File: src/rtl/traffic_pkg.sv
`default_nettype none
// ============================================================================
// Module      : traffic_pkg
// Description : Shared state encodings, lamp codes and widths for the
//               intersection sequencer.
// Revision    : 1.0 - initial release
// ============================================================================
package traffic_pkg;

    localparam int         c_SEC_W = 8;

    // Lamp codes, ordered {R,Y,G}
    localparam logic [2:0] c_RED = 3'b100;
    localparam logic [2:0] c_YEL = 3'b010;
    localparam logic [2:0] c_GRN = 3'b001;

    typedef enum logic [2:0] {
        S_ALL_RED_A = 3'd0,
        S_NS_GREEN  = 3'd1,
        S_NS_YELLOW = 3'd2,
        S_ALL_RED_B = 3'd3,
        S_EW_GREEN  = 3'd4,
        S_EW_YELLOW = 3'd5,
        S_WALK_PH   = 3'd6,
        S_UNUSED    = 3'd7
    } state_e;

    // Signal-head pattern for a state, returned as {NS, EW}. Anything that is
    // not a green/yellow phase shows red on both heads.
    function automatic logic [5:0] lights_of(input state_e s);
        case (s)
            S_NS_GREEN:  return {c_GRN, c_RED};
            S_NS_YELLOW: return {c_YEL, c_RED};
            S_EW_GREEN:  return {c_RED, c_GRN};
            S_EW_YELLOW: return {c_RED, c_YEL};
            default:     return {c_RED, c_RED};
        endcase
    endfunction

endpackage
`default_nettype wire

File: src/rtl/ped_req_sync.sv
`default_nettype none
// ============================================================================
// Module      : ped_req_sync
// Description : Two-flop synchronizer for the raw pedestrian button followed
//               by a rising-edge detector producing a one-cycle pulse.
// Revision    : 1.0 - initial release
// ============================================================================
module ped_req_sync (
    input  logic clk_i,
    input  logic rs_i,
    input  logic btn_i,
    output logic ped_edge_o
);

    logic sync1_q;
    logic sync2_q;
    logic prev_q;

    // Synchronize the asynchronous button and keep the previous sample for edge detection
    always_ff @(posedge clk_i) begin
        if (rs_i) begin
            sync1_q <= 1'b0;
            sync2_q <= 1'b0;
            prev_q  <= 1'b0;
        end else begin
            sync1_q <= btn_i;
            sync2_q <= sync1_q;
            prev_q  <= sync2_q;
        end
    end

    assign ped_edge_o = sync2_q & ~prev_q;

endmodule
`default_nettype wire

File: src/rtl/traffic_light_fsm.sv
`default_nettype none
// ============================================================================
// Module      : traffic_light_fsm
// Description : Two-direction intersection sequencer with fixed per-phase
//               durations in seconds and a latched pedestrian all-red WALK
//               phase inserted after an all-red clearance.
// Revision    : 1.0 - initial release
// ============================================================================
module traffic_light_fsm
    import traffic_pkg::*;
#(
    parameter int GREEN_SEC  = 10,
    parameter int YELLOW_SEC = 3,
    parameter int ALLRED_SEC = 1,
    parameter int WALK_SEC   = 8
) (
    input  logic               clk_i,
    input  logic               rs_i,
    input  logic               ce_i,
    input  logic               tick_i,
    input  logic               ped_btn_i,
    output logic [2:0]         ns_light_o,
    output logic [2:0]         ew_light_o,
    output logic               walk_o,
    output logic               ped_pend_o,
    output logic [c_SEC_W-1:0] sec_left_o,
    output logic [2:0]         state_o
);

    generate
        if (GREEN_SEC  < 1 || GREEN_SEC  > 255 ||
            YELLOW_SEC < 1 || YELLOW_SEC > 255 ||
            ALLRED_SEC < 1 || ALLRED_SEC > 255 ||
            WALK_SEC   < 1 || WALK_SEC   > 255) begin : g_bad_param
            $error("traffic_light_fsm: phase durations must lie in 1..255");
        end
    endgenerate

    localparam logic [c_SEC_W-1:0] c_GREEN_M1  = c_SEC_W'(GREEN_SEC  - 1);
    localparam logic [c_SEC_W-1:0] c_YELLOW_M1 = c_SEC_W'(YELLOW_SEC - 1);
    localparam logic [c_SEC_W-1:0] c_ALLRED_M1 = c_SEC_W'(ALLRED_SEC - 1);
    localparam logic [c_SEC_W-1:0] c_WALK_M1   = c_SEC_W'(WALK_SEC   - 1);

    // Counter preload for a phase: its duration minus one
    function automatic logic [c_SEC_W-1:0] dur_m1(input state_e s);
        case (s)
            S_NS_GREEN,  S_EW_GREEN:  return c_GREEN_M1;
            S_NS_YELLOW, S_EW_YELLOW: return c_YELLOW_M1;
            S_WALK_PH:                return c_WALK_M1;
            default:                  return c_ALLRED_M1;
        endcase
    endfunction

    state_e               state_q, state_d;
    state_e               succ_q,  succ_d;
    logic [c_SEC_W-1:0]   cnt_q,   cnt_d;
    logic                 pend_q,  pend_d;
    logic [2:0]           ns_q,    ns_d;
    logic [2:0]           ew_q,    ew_d;
    logic                 walk_q,  walk_d;
    logic                 w_ped_edge;
    logic                 w_acc;

    ped_req_sync u_ped_sync (
        .clk_i      (clk_i),
        .rs_i       (rs_i),
        .btn_i      (ped_btn_i),
        .ped_edge_o (w_ped_edge)
    );

    assign w_acc = tick_i & ce_i;

    // Next phase, counter, request latch and the lamp pattern of the next state
    always_comb begin
        state_d = state_q;
        succ_d  = succ_q;
        cnt_d   = cnt_q;
        // Presses during the WALK phase itself are not a new request
        pend_d  = pend_q | (w_ped_edge & (state_q != S_WALK_PH));

        if (state_q == S_UNUSED) begin
            state_d = S_ALL_RED_A;
            cnt_d   = c_ALLRED_M1;
        end else if (w_acc) begin
            if (cnt_q != '0) begin
                cnt_d = cnt_q - 1'b1;
            end else begin
                case (state_q)
                    S_ALL_RED_A: begin
                        if (pend_q) begin
                            state_d = S_WALK_PH;
                            succ_d  = S_NS_GREEN;
                        end else begin
                            state_d = S_NS_GREEN;
                        end
                    end
                    S_NS_GREEN:  state_d = S_NS_YELLOW;
                    S_NS_YELLOW: state_d = S_ALL_RED_B;
                    S_ALL_RED_B: begin
                        if (pend_q) begin
                            state_d = S_WALK_PH;
                            succ_d  = S_EW_GREEN;
                        end else begin
                            state_d = S_EW_GREEN;
                        end
                    end
                    S_EW_GREEN:  state_d = S_EW_YELLOW;
                    S_EW_YELLOW: state_d = S_ALL_RED_A;
                    S_WALK_PH:   state_d = succ_q;
                    default:     state_d = S_ALL_RED_A;
                endcase
                cnt_d = dur_m1(state_d);
                // Entering WALK serves the request, including any coincident press
                if (state_d == S_WALK_PH) begin
                    pend_d = 1'b0;
                end
            end
        end

        {ns_d, ew_d} = lights_of(state_d);
        walk_d       = (state_d == S_WALK_PH);
    end

    // State and registered outputs; reset overrides any coincident tick or press
    always_ff @(posedge clk_i) begin
        if (rs_i) begin
            state_q <= S_ALL_RED_A;
            succ_q  <= S_NS_GREEN;
            cnt_q   <= c_ALLRED_M1;
            pend_q  <= 1'b0;
            ns_q    <= c_RED;
            ew_q    <= c_RED;
            walk_q  <= 1'b0;
        end else begin
            state_q <= state_d;
            succ_q  <= succ_d;
            cnt_q   <= cnt_d;
            pend_q  <= pend_d;
            ns_q    <= ns_d;
            ew_q    <= ew_d;
            walk_q  <= walk_d;
        end
    end

    assign ns_light_o = ns_q;
    assign ew_light_o = ew_q;
    assign walk_o     = walk_q;
    assign ped_pend_o = pend_q;
    assign sec_left_o = cnt_q;
    assign state_o    = state_q;

endmodule
`default_nettype wire

File: config.mk
export PLATFORM = sky130hd
export DESIGN_NAME = traffic_light_fsm
export DESIGN_NICKNAME = d
export VERILOG_FILES = /design/src/rtl/traffic_pkg.sv /design/src/rtl/ped_req_sync.sv /design/src/rtl/traffic_light_fsm.sv
export SDC_FILE = /design/constraint.sdc
export NUM_CORES = 1
export LEC_CHECK = 0
export BUFFER_PORTS_ARGS = -buffer_cell sky130_fd_sc_hd__buf_2
export CAP_MARGIN = 20
export CORE_UTILIZATION = 25
export CTS_BUF_LIST = sky130_fd_sc_hd__clkbuf_4
export CTS_CLUSTER_DIAMETER = 100
export DETAILED_ROUTE_END_ITERATION = 6
export HOLD_SLACK_MARGIN = 0.05
export PLACE_DENSITY_LB_ADDON = 0.25
export SYNTH_ARGS = -nofsm -noshare
export SYNTH_HDL_FRONTEND = slang
export SYNTH_SLANG_ARGS = --single-unit
File: constraint.sdc
create_clock -name clk_i -period 2.73 [get_ports clk_i]
set_input_delay 0.546 -clock clk_i [delete_from_list [all_inputs] [get_ports clk_i]]
set_output_delay 0.546 -clock clk_i [all_outputs]
set_load 0.05 [all_outputs]
==> flow_summary.json, run 1 <==
{
  "status": "completed",
  "drv_slew": 0,
  "area_growth_pct": 18.37,
  "routedWlPerCell_um": 11.65,
  "root_buffer": "clkbuf_4",
  "dr.first_iter.drc_count": 45,
  "regArea_um2": 480.5,
  "cts_resized": 0,
  "finalSetupViolCount": 0,
  "die-area_mm2": 0.004767,
  "slowest_stage": "mux2i_1",
  "yosys_warnings": 0,
  "rows": 24,
  "rsz0062_at_grt": "no",
  "drv_cap": 0,
  "power.leakage_nw": 0.5849,
  "post_dp_cell_area_mm2": 0.001277,
  "grt_first_pass_wirelength_um": 4029,
  "nets": 156,
  "hpwl_um": 1747,
  "multi_input_area_um2": 594.3,
  "tightest_slew_ns": 0.4721,
  "cp_cell_sequence": "inv_1, ha_1, nor3b_1, nand3_2, mux2i_1, nand2b_1, a21o_1",
  "cts.sinks": 24,
  "fmax_mhz": 486.0,
  "cts-htree-levels": 1,
  "ant_nets": 0,
  "hp-start": "ped_btn_i",
  "tritoncts": "yes",
  "final_area_mm2": 0.001330,
  "min_period_ns": 2.057,
  "n_antenna_cell": 0,
  "dr.pass1.iters": 4,
  "fin_skew_ns": 0.009909,
  "grt_max_degree": 19,
  "synthDistinctLibCells": 41,
  "min_path_cells": 2,
  "cts.path.max_buffers": 2,
  "whs_endpoint": "u_ped_sync.sync1_q",
  "synth_seq_area_share": 0.4276,
  "worstSetupEndpointType": "register",
  "synth_top_area_share": 0.4276,
  "worst-r2r-cell-count": 7,
  "finalWeightedCongestion": 0.7749,
  "post_cts_buffers": 0,
  "synth_fp_nets": 134,
  "ys_ff_latch": 24,
  "r2r-start": "sec_left_o[0]",
  "clk_pin_slew_ns": 0.14,
  "boundaryPins": 24,
  "synth_area_mm2": 0.001124,
  "max_stage_delay_ns": 0.45,
  "required_ns": 3.00,
  "drive_gt1_frac": 0.2297,
  "dieWidth_um": 69.04,
  "cts_buffers": 3,
  "syn_inst": 127,
  "synth.largest_area_cell": "dfxtp_1",
  "finalHoldViolCount": 0,
  "grt-ovfl-total": 0,
  "antenna_found_initial": 0,
  "setup_tns_ns": 0,
  "holdBufCountCts": 0,
  "setup.worst_path.start_class": "register",
  "drc": 0,
  "hold_class": "primary input to register",
  "io_buffer_count": 23,
  "path_class": "register to register",
  "initial_core_util": 0.2598,
  "reg2reg_to": "ns_light_o[2]",
  "grtUsageTotal": 0.1034,
  "powerDensity_mw_per_mm2": 901.4,
  "postSynthAreaPerCell_um2": 8.847,
  "synth_area_leaders": "dfxtp_1, nor2_1, nand2_1",
  "vias_per_cell": 4.735,
  "crit_fanout": 7,
  "cp.arrival_ns": 2.33,
  "wl_um": 2330,
  "peakVddDrop_mv": 0.3249,
  "vias": 947,
  "r2r_slack_ns": 0.67,
  "clock_latency_ns": 0.32,
  "nFillCells": 473,
  "die_h_um": 69.04,
  "grt_pass1_vias": 866,
  "core_area_mm2": 0.004324,
  "fin_crit_sh": 0.7537,
  "slew_headroom": 0.6763
}
-- critical path: cells and delay by family, from the launching register on --
family	cells	cell delay, ns
AND/OR/NAND/NOR	3	0.84
multiplexers	1	0.45
flip-flops	1	0.36
adder cells (fa/ha/maj)	1	0.15
AO/OA/AOI/OAI	1	0.11
buffers and inverters	1	0.10
-- cells in the final DEF, fill, tap and decap left out, types with 2 or more instances in the layout --
master    count
dfxtp_1      24
buf_2        23
nor2_1       14
nand2_1      11
inv_1         6
nand3_1       5
a31oi_1       4
a21o_1        4
nor2b_1       4
o21ai_0       4
xor2_1        3
nand2b_1      3
nor3_1        3
a21oi_1       3
clkbuf_4      3
o21bai_1      2
nor3b_1       2
and2_1        2
mux2i_1       2
xnor2_1       2
or3_1         2
ha_1          2
-- metrics by stage --
step           power (mW)  hold WS (ns)  worst slack, ns  std cells  utilization
2_1_floorplan      0.8534        0.4138           0.6146        127            -
3_3_place_gp       0.9479        0.4192           0.6958        196       0.2954
3_5_place_dp       0.9469        0.4382           0.6774        196       0.2954
4_1_cts             1.217        0.4122           0.6854        200       0.3076
5_1_grt             1.287        0.4054           0.4086        200       0.3076
6_report            1.199        0.4301           0.6725        200       0.3076
-- worst max path at each step --
| stage | from | to | slack (ns) | depth (start not counted) |
|---|---|---|---|---|
| global placement | tick_i | sec_left_o[7] | 0.70 | 6 |
| CTS | sec_left_o[0] | ns_light_o[2] | 0.69 | 7 |
| finish | sec_left_o[0] | ns_light_o[2] | 0.67 | 7 |
| detailed placement | tick_i | sec_left_o[7] | 0.68 | 6 |
| floorplan | sec_left_o[0] | ns_light_o[2] | 0.61 | 7 |
| global route | sec_left_o[0] | ns_light_o[2] | 0.41 | 7 |
-- cells in the mapped netlist (all sizes together) --
library cell,count
dfxtp,24
nor2,14
nand2,11
inv,6
nand3,6
a21o,4
a31oi,4
nand2b,4
nor2b,4
o21ai,4
a21oi,3
buf,3
clkbuf,3
nor3,3
or3,3
xor2,3
and2,2
ha,2
mux2i,2
nor3b,2
nor4,2
o21bai,2
xnor2,2
a21boi,1
a221oi,1
a222oi,1
a22oi,1
a311oi,1
a41oi,1
and3,1
mux2,1
o21ba,1
o22ai,1
o31a,1
o32ai,1
or2,1
or4,1
-- power by group --
part | switching (mW) | internal [mW]
combinational | 0.321 | 0.158
clock | 0.112 | 0.148
sequential | 0.0637 | 0.397
-- sequential cells by signal, summed over array words and instances (netlist names) --
name                flops
succ_q                  2
sec_left_o              8
u_ped_sync.prev_q       1
ew_light_o              3
walk_o                  1
u_ped_sync.sync1_q      1
state_o                 3
u_ped_sync.sync2_q      1
ns_light_o              3
ped_pend_o              1
-- layout make-up --
type                            instances  area share
Clock buffer                            3     0.01693
Clock inverter                          1     0.02258
Inverter                                6     0.01693
Multi-Input combinational cell         91      0.4468
Sequential cell                        24      0.3612
Tap cell                               52     0.04892
Timing Repair Buffer                   23     0.08655
-- cells by family (layout without fill, tap and decap cells) --
kind of cell    count (synthesis)  count (layout)  synth area share
compound gates                 27              27            0.1693
xor+xnor                        5               5           0.03898
fa+ha+maj                       2               2           0.02227
buf+inv                        12              33           0.04342
flops                          24              24            0.4276
mux                             3               3           0.02784
simple gates                   54              54            0.2706
-- layer usage --
| layer | up-vias | share of wire | global-route usage |
|---|---|---|---|
| li1 | 487 | - | - |
| met1 | 437 | 0.50 | 0.1429 |
| met2 | 23 | 0.45 | 0.1575 |
| met3 | 0 | 0.052 | 0.03801 |
| met4 | 0 | 0 | 0.01361 |
| met5 | - | 0 | 0 |
No activity file was read; power rests on OpenSTA's default activity.
==> run 2, diff against run 1 <==
clock period = 1.7 ns   (was 2.73 ns; I/O delays follow)
==> run 2 against run 1 <==
The run now ends with setup timing left. Critical path type unchanged. Design area grew 25%. Worst hold slack worse by 0.21 ns. Non-clock buffer count is 22 higher. Critical endpoint is now sec_left_o[7]. Clock skew rose by 0.0051 ns. Largest power group unchanged. Highest routed layer is now met4. First-iteration DRC count down 16%. Cell count rose by 11%. Largest cell class unchanged. Total power increased by 97%. Register-to-register slack got worse by 0.75 ns. Maximum frequency grew 16%.
==> flow_summary.json, run 2 (same netlist as run 1, synthesis figures left out) <==
{
  "reg2reg_to": "sec_left_o[7]",
  "hp-start": "ped_btn_i",
  "antenna_found_initial": 0,
  "rsz0062_at_grt": "yes",
  "cts.path.max_buffers": 2,
  "max_stage_delay_ns": 0.42,
  "required_ns": 1.95,
  "r2r_slack_ns": -0.08,
  "dieWidth_um": 69.04,
  "hold_class": "primary input to register",
  "fin_crit_sh": 1.046,
  "clock_latency_ns": 0.33,
  "worstSetupEndpointType": "register",
  "grt_pass1_vias": 1043,
  "dr.first_iter.drc_count": 38,
  "cp_cell_sequence": "buf_6, or4_4, or3_4, o31a_1, o21ba_1",
  "drc": 0,
  "finalHoldViolCount": 0,
  "min_path_cells": 2,
  "vias_per_cell": 4.833,
  "tritoncts": "yes",
  "die_h_um": 69.04,
  "crit_family": "simple AND/OR/NAND/NOR gates",
  "worst-r2r-cell-count": 5,
  "crit_cells": 5,
  "wl_um": 2816,
  "r2r-start": "sec_left_o[1]",
  "area_growth_pct": 47.88,
  "fin_ws_ns": -0.07871,
  "finalWeightedCongestion": 0.8705,
  "nets": 178,
  "tightest_slew_ns": 0.4180,
  "drv_slew": 0,
  "fin_skew_ns": 0.01496,
  "power.leakage_nw": 0.7359,
  "slowest_stage": "or4_4",
  "rows": 24,
  "status": "complete, but fails checks",
  "cp.arrival_ns": 2.03,
  "most-common-layout-cells": "buf_2, buf_4, dfxtp_1, nor2_1, nand2_1",
  "die-area_mm2": 0.004767,
  "vias": 1073,
  "drive_gt1_frac": 0.4765,
  "grt_max_degree": 15,
  "mostFrequentLayoutCell": "buf_2",
  "root_buffer": "clkbuf_4",
  "dr.pass1.iters": 4,
  "drv_cap": 0,
  "routedWlPerCell_um": 12.68,
  "io_buffer_count": 23,
  "grt-ovfl-total": 0,
  "setup_tns_ns": -0.1905,
  "peakVddDrop_mv": 0.8269,
  "n_antenna_cell": 0,
  "largest_register_ffs": 8,
  "boundaryPins": 24,
  "slew_headroom": 0.7195,
  "crit_fanout": 3,
  "cts.sinks": 24,
  "finalCoreUtilization": 0.3843,
  "grt_first_pass_wirelength_um": 4802,
  "finalSetupViolCount": 3,
  "powerDensity_mw_per_mm2": 1424,
  "whs_endpoint": "u_ped_sync.sync1_q",
  "setup.worst_path.start_class": "register",
  "ant_nets": 0,
  "crit_buf_inv": 1,
  "path_class": "register to register",
  "min_period_ns": 1.779,
  "cts_buffers": 3,
  "hpwl_um": 2075,
  "clk_pin_slew_ns": 0.16,
  "violations": "setup timing",
  "grtUsageTotal": 0.1217,
  "initial_core_util": 0.2598,
  "cts-htree-levels": 1,
  "fmax_mhz": 562.2,
  "dp_slack_ns": -0.1967,
  "core_area_mm2": 0.004324
}
## run 2: what timing repair did
action	in CTS	in global routing
setup buffers	1	1
gates resized for setup	6	20
endpoints found under the setup margin	9	14
pin swaps	3	11
hold buffers	0	0
## run 2: routing by layer
| layer | global-route usage | up-vias | wire, um |
|---|---|---|---|
| li1 | - | 531 | - |
| met1 | 0.1557 | 509 | 1238 |
| met2 | 0.2017 | 29 | 1374 |
| met3 | 0.03801 | 4 | 172 |
| met4 | 0.02268 | 0 | 31 |
| met5 | 0 | - | 0 |
## run 2: cell type report
cell class / count / area [um^2]
clock buffer: 3 / 22.52
clock inverter: 1 / 30.03
fill: 469 / 2663
inverter: 6 / 27.53
multi-input combinational: 91 / 713.2
sequential: 24 / 504.2
tap: 52 / 65.06
timing repair buffer: 45 / 299.0
## run 2: worst max path at each step
| stage | to | slack [ns] | from |
|---|---|---|---|
| 5_1_grt | ns_light_o[2] | -0.13 | sec_left_o[1] |
| 6_report | sec_left_o[7] | -0.08 | sec_left_o[1] |
| 2_1_floorplan | sec_left_o[7] | -0.09 | sec_left_o[2] |
| 4_1_cts | sec_left_o[7] | -0.06 | sec_left_o[2] |
| 3_3_place_gp | sec_left_o[7] | -0.18 | tick_i |
| 3_5_place_dp | sec_left_o[7] | -0.20 | tick_i |
## run 2: metrics by stage
step | hold slack [ns] | std cells | cell area, um^2 | power [mW]
final | 0.2221 | 222 | 1662 | 2.365
after global routing | 0.2425 | 222 | 1662 | 2.493
after CTS | 0.2112 | 221 | 1558 | 2.202
after detailed placement | 0.4285 | 217 | 1479 | 1.738
after global placement | 0.4233 | 217 | 1479 | 1.725
after floorplan | 0.4138 | 127 | 1176 | 1.404
## run 2: power by group
group	internal [mW]	total (mW)	switching [mW]
clock network	0.238	0.432	0.194
logic	0.521	1.21	0.687
registers	0.648	0.726	0.0781
